==> src/rtl/pipe_stage_skid.sv <==
// Pipeline-stage register with a valid/ready handshake and a two-entry skid buffer.
// The ready output is decoded from registered state only. Also provides a synchronous
// flush and a saturating stall counter.
module pipe_stage_skid #(
  parameter int                 WIDTH     = 32,
  parameter logic [WIDTH-1:0]   RESET_VAL = '0,
  parameter int                 NEG_EDGE  = 1,
  parameter int                 CNT_W     = 16
) (
  input  logic             clk,
  input  logic             rst_n,
  input  logic             flush_i,
  input  logic             in_valid_i,
  output logic             in_ready_o,
  input  logic [WIDTH-1:0] in_data_i,
  output logic             out_valid_o,
  input  logic             out_ready_i,
  output logic [WIDTH-1:0] out_data_o,
  input  logic             stall_clr_i,
  output logic [CNT_W-1:0] stall_cnt_o
);

  typedef enum logic [1:0] {EMPTY, ONE, FULL} state_t;

  state_t           state_q, state_d;
  logic [WIDTH-1:0] main_q, skid_q;
  logic [CNT_W-1:0] cnt_q;
  logic             load_main, load_skid;
  logic             in_fire, out_fire;
  logic             clk_act;

  // Every register in the stage runs from one clock whose polarity is fixed at elaboration.
  assign clk_act = (NEG_EDGE != 0) ? ~clk : clk;

  assign out_valid_o = (state_q != EMPTY);
  assign in_ready_o  = (state_q != FULL);
  assign out_data_o  = main_q;
  assign stall_cnt_o = cnt_q;

  assign in_fire  = in_valid_i & in_ready_o;
  assign out_fire = out_valid_o & out_ready_i;

  // NOTE: every output of this block gets a default first so that no path infers a latch.
  always_comb begin
    state_d   = state_q;
    load_main = 1'b0;
    load_skid = 1'b0;
    unique case (state_q)
      EMPTY: begin
        if (in_fire) begin
          state_d   = ONE;
          load_main = 1'b1;
        end
      end
      ONE: begin
        if (in_fire && out_fire) begin
          load_main = 1'b1;
        end else if (in_fire) begin
          state_d   = FULL;
          load_skid = 1'b1;
        end else if (out_fire) begin
          state_d   = EMPTY;
        end
      end
      FULL: begin
        if (out_fire) begin
          state_d   = ONE;
          load_main = 1'b1;
        end
      end
      default: state_d = EMPTY;
    endcase
    // Squash wins over everything; any beat accepted this cycle is dropped.
    if (flush_i) begin
      state_d   = EMPTY;
      load_main = 1'b0;
      load_skid = 1'b0;
    end
  end

  // NOTE: sequential state uses non-blocking assignments so all registers update together.
  always_ff @(posedge clk_act or negedge rst_n) begin
    if (!rst_n) begin
      state_q <= EMPTY;
    end else begin
      state_q <= state_d;
    end
  end

  // The data registers take a reset value, so a consumer never sees X after reset.
  always_ff @(posedge clk_act or negedge rst_n) begin
    if (!rst_n) begin
      main_q <= RESET_VAL;
      skid_q <= RESET_VAL;
    end else begin
      if (load_main) main_q <= (state_q == FULL) ? skid_q : in_data_i;
      if (load_skid) skid_q <= in_data_i;
    end
  end

  // Counts cycles where a beat is offered but refused downstream; sticks at all-ones.
  always_ff @(posedge clk_act or negedge rst_n) begin
    if (!rst_n) begin
      cnt_q <= '0;
    end else if (stall_clr_i) begin
      cnt_q <= '0;
    end else if (out_valid_o && !out_ready_i && (cnt_q != '1)) begin
      cnt_q <= cnt_q + 1'b1;
    end
  end

endmodule

==> config.mk <==
export PLATFORM = sky130hd
export DESIGN_NAME = pipe_stage_skid
export DESIGN_NICKNAME = d
export VERILOG_FILES = /design/src/rtl/pipe_stage_skid.sv
export SDC_FILE = /design/constraint.sdc
export NUM_CORES = 1
export LEC_CHECK = 0
export ABC_AREA = 1
export CAP_MARGIN = 20
export CORE_MARGIN = 2
export CORE_UTILIZATION = 50
export CTS_CLUSTER_SIZE = 30
export DETAILED_ROUTE_END_ITERATION = 10
export GPL_TIMING_DRIVEN = 0
export PLACE_DENSITY = 0.87
export SYNTH_ARGS = -nofsm -noshare
export SYNTH_HDL_FRONTEND = slang
export SYNTH_SLANG_ARGS = --single-unit
==> constraint.sdc <==
create_clock -name clk -period 1.8 [get_ports clk]
set_input_delay 0.18 -clock clk [delete_from_list [all_inputs] [get_ports clk]]
set_output_delay 0.18 -clock clk [all_outputs]
set_load 0.05 [all_outputs]
Word level (Yosys, flattened, before mapping)
Index checks and enable logic that the tools add are counted.
{"block": "totals", "out_inout_bits": 50, "wordCells": 41, "input_bits": 38, "ff_bits": 82}
{"block": "op_classes", "reduce_logical": 8, "add_sub_neg": 1, "n_eq_ne": 8, "bitwise_logic": 2, "muxes": 18}
{"op": "two-way mux 16 bit", "n": 2}
{"op": "two-way mux 32 bit", "n": 1}
{"op": "adder 16 x 1 -> 16 bit, second input constant", "n": 1}
{"op": "inequality test 16 bit, second input constant", "n": 1}
{"op": "two-way mux 2 bit", "n": 6}
{"op": "inequality test 3 bit, second input constant", "n": 3}
{"op": "two-way mux 1 bit", "n": 7}
{"op": "case mux 2 bit (3 select lines)", "n": 1}
{"op": "inequality test 4 bit, second input constant", "n": 1}
{"op": "AND reduction 4 bit", "n": 1}
{"op": "nonzero test 2 bit", "n": 2}
{"op": "logical AND 1 bit", "n": 3}
{"op": "case mux 1 bit (3 select lines)", "n": 1}
{"op": "AND 1 bit", "n": 2}
{"op": "== test 2 x 1 -> 1 bit, second input constant", "n": 1}
{"op": "== test 2 bit, second input constant", "n": 1}
{"op": "logical NOT 2 bit", "n": 1}
{"op": "inequality test 2 bit, second input constant", "n": 1}
{"op": "logical NOT 1 bit", "n": 1}

Logic depth before layout (Yosys ltp)
{"block": "depth", "depth_word": 7, "depth_mapped": 10}

==> metrics.csv <==
metric,value,unit
avgViaCountPerCell,5.357,
ys_seq_elements,82,
hold_viol_final,0,
power.density,1006,mW/mm2
power.leakage,3.117,nW
pre_cts_slack,-1.059,ns
path_max_fanout,2,
hp-class,register to register,
grt_first_pass_wirelength,19290,um
path_clk_slew,0.06,ns
cts_buffers,9,
yosys_warnings,0,
status,"finished, violations left",
insertion_delay,0.34,ns
synth_area_leaders,"dfrtn_1, nand2_1, o21ai_0",
setup-tns-final,-11.83,ns
critical_path.startpoint_type,register,
grt_pass1_vias,4119,
grt-ovfl-total,0,
rsz0062_at_grt,yes,
drt-wirelength-per-cell,16.01,um
grt_max_degree,65,
fin_ws,-0.4518,ns
critPathKind,register to output port,
htree_levels,3,
cts_buffer_depth,2,
ys_seq_area_share,51.90,%
initial_core_util,51.43,%
final_common_cell,nand2_1,
critPathCaptureType,output port,
hpwl,7216,um
utilization,80.32,%
ant_nets,0,
ys_types,25,
rrSetupSlack,0.03,ns
ys_async_sr_fraction,100.0,%
synth_top_area_share,51.90,%
synth_flop_cell,dfrtn_1,
num_rows,32,
grt.total_usage,28.30,%
cts_num_sinks,82,
synth_nets,551,
n_antenna_cell,0,
layoutNonFillerInstCount,776,
synth.largest_area_cell,dfrtn_1,
gp_congestion,0.8231,
drt_wl_total,12430,um
maxCapViolations,0,
vdd_drop_max,0.0007219,V
slew_violations,0,
core_area,0.007687,mm2
drtIter0Drc,284,
dpl_cell_area,0.005114,mm2
syn_area_per_cell,7.722,um2
relSlewSlack,71.18,%
first_pass_iters,5,
vias,4157,
antenna_found_initial,0,
finClkSkew,0.009060,ns
worstMarginPinSlew,0.4323,ns
cts_tree,yes,
design_area,0.006175,mm2
synth_area,0.003954,mm2
cp.required,1.62,ns
crit_arrival,2.07,ns
area_growth_syn_to_layout,56.17,%
die-area,0.008635,mm2
drive_above_1_share,29.53,%
synthCells,512,
clockRootBuffer,clkbuf_8,
drc,0,
die_h,92.93,um
die_w,92.93,um
placedCellCount,702,
num-nets-final,708,
io-pin-count,88,
synth_edf_count,0,
setup_viol,55,
port_buffers,87,
final_cell_mix,"nand2_1, dfrtn_1, inv_1, buf_6, buf_4",
violations,negative setup slack,
where the power goes:
group | switching, mW | internal, mW | leakage (nW)
logic | 1.37 | 0.922 | 2.02
clock network | 0.738 | 0.656 | 0.105
registers | 0.228 | 2.30 | 0.990
metal layers:
layer | up-vias | part of all wire [%] | GRT usage (%) | wire length, um
li1 | 1920 | - | - | -
met1 | 2003 | 39 | 35.06 | 4841
met2 | 207 | 51 | 48.07 | 6355
met3 | 27 | 7.6 | 6.021 | 945
met4 | 0 | 2.3 | 11.64 | 283
met5 | - | 0 | 0 | 0
stage by stage:
stage          hold slack (ns)  total power, mW
6_report                0.4616            6.212
3_5_place_dp            0.4411            4.373
5_1_grt                 0.4780            6.495
2_1_floorplan           0.4142            3.686
4_1_cts                 0.4414            6.036
3_3_place_gp            0.4294            4.294
what timing repair did:
item	CTS	global route
setup endpoints to repair	132	117
hold buffers	0	0
cloned	3	3
resized for setup	391	52
setup buffers	49	15
pin swaps	6	4
synthesized netlist by cell type, types with 2 or more instances:
cell        n
nor2_1     52
or2_2       2
inv_1      78
inv_2       4
clkbuf_1    3
o21bai_1    3
a21oi_1    32
nand2_2     2
clkbuf_2    2
xor2_1      3
nor2_2      2
o21ai_0    63
nand4_1    15
nand3_1    14
buf_2      16
o21ai_1     6
dfrtn_1    82
nand2_1   126
state kept, by name, indices dropped and copies added (netlist names):
register     count
skid_q          32
stall_cnt_o     16
out_data_o      32
state_q          2
critical path, stage by stage, from the launching register on:
cell and delay, ns:
dfrtn_1 0.43, inv_2 0.07, buf_6 0.13, nand2_8 0.06
buf_8 0.14
path summary, 6_finish.rpt:
check	end	cells after the start	start
hold reg to reg	skid_q[26]	2	skid_q[26]
hold / removal	skid_q[26]	2	skid_q[26]
setup reg to reg	skid_q[19]	10	state_q[0]
setup / recovery	out_valid_o	4	state_q[0]
min in group asynchronous	out_data_o[26]	1	rst_n
max in group asynchronous	stall_cnt_o[1]	2	rst_n
cells by family (layout without fill, tap and decap cells):
family	Yosys count	after routing	share of synthesized area, %
compound gates	107	107	14.27
simple gates	214	214	22.12
xor+xnor	3	3	0.6647
fa+ha+maj	1	1	0.3164
buf+inv	105	267	10.73
flops	82	82	51.90
final cells by class:
class	instances	area, um2
flip-flops and latches	82	2052
multi-input cells	325	1689
repair buffers	148	1538
fillers	466	1513
inverters	82	322.8
plain buffers	21	244.0
well taps	102	127.6
clock buffers	9	123.9
clock inverters	7	77.57
Note: power is estimated with default switching activity, not from simulation.
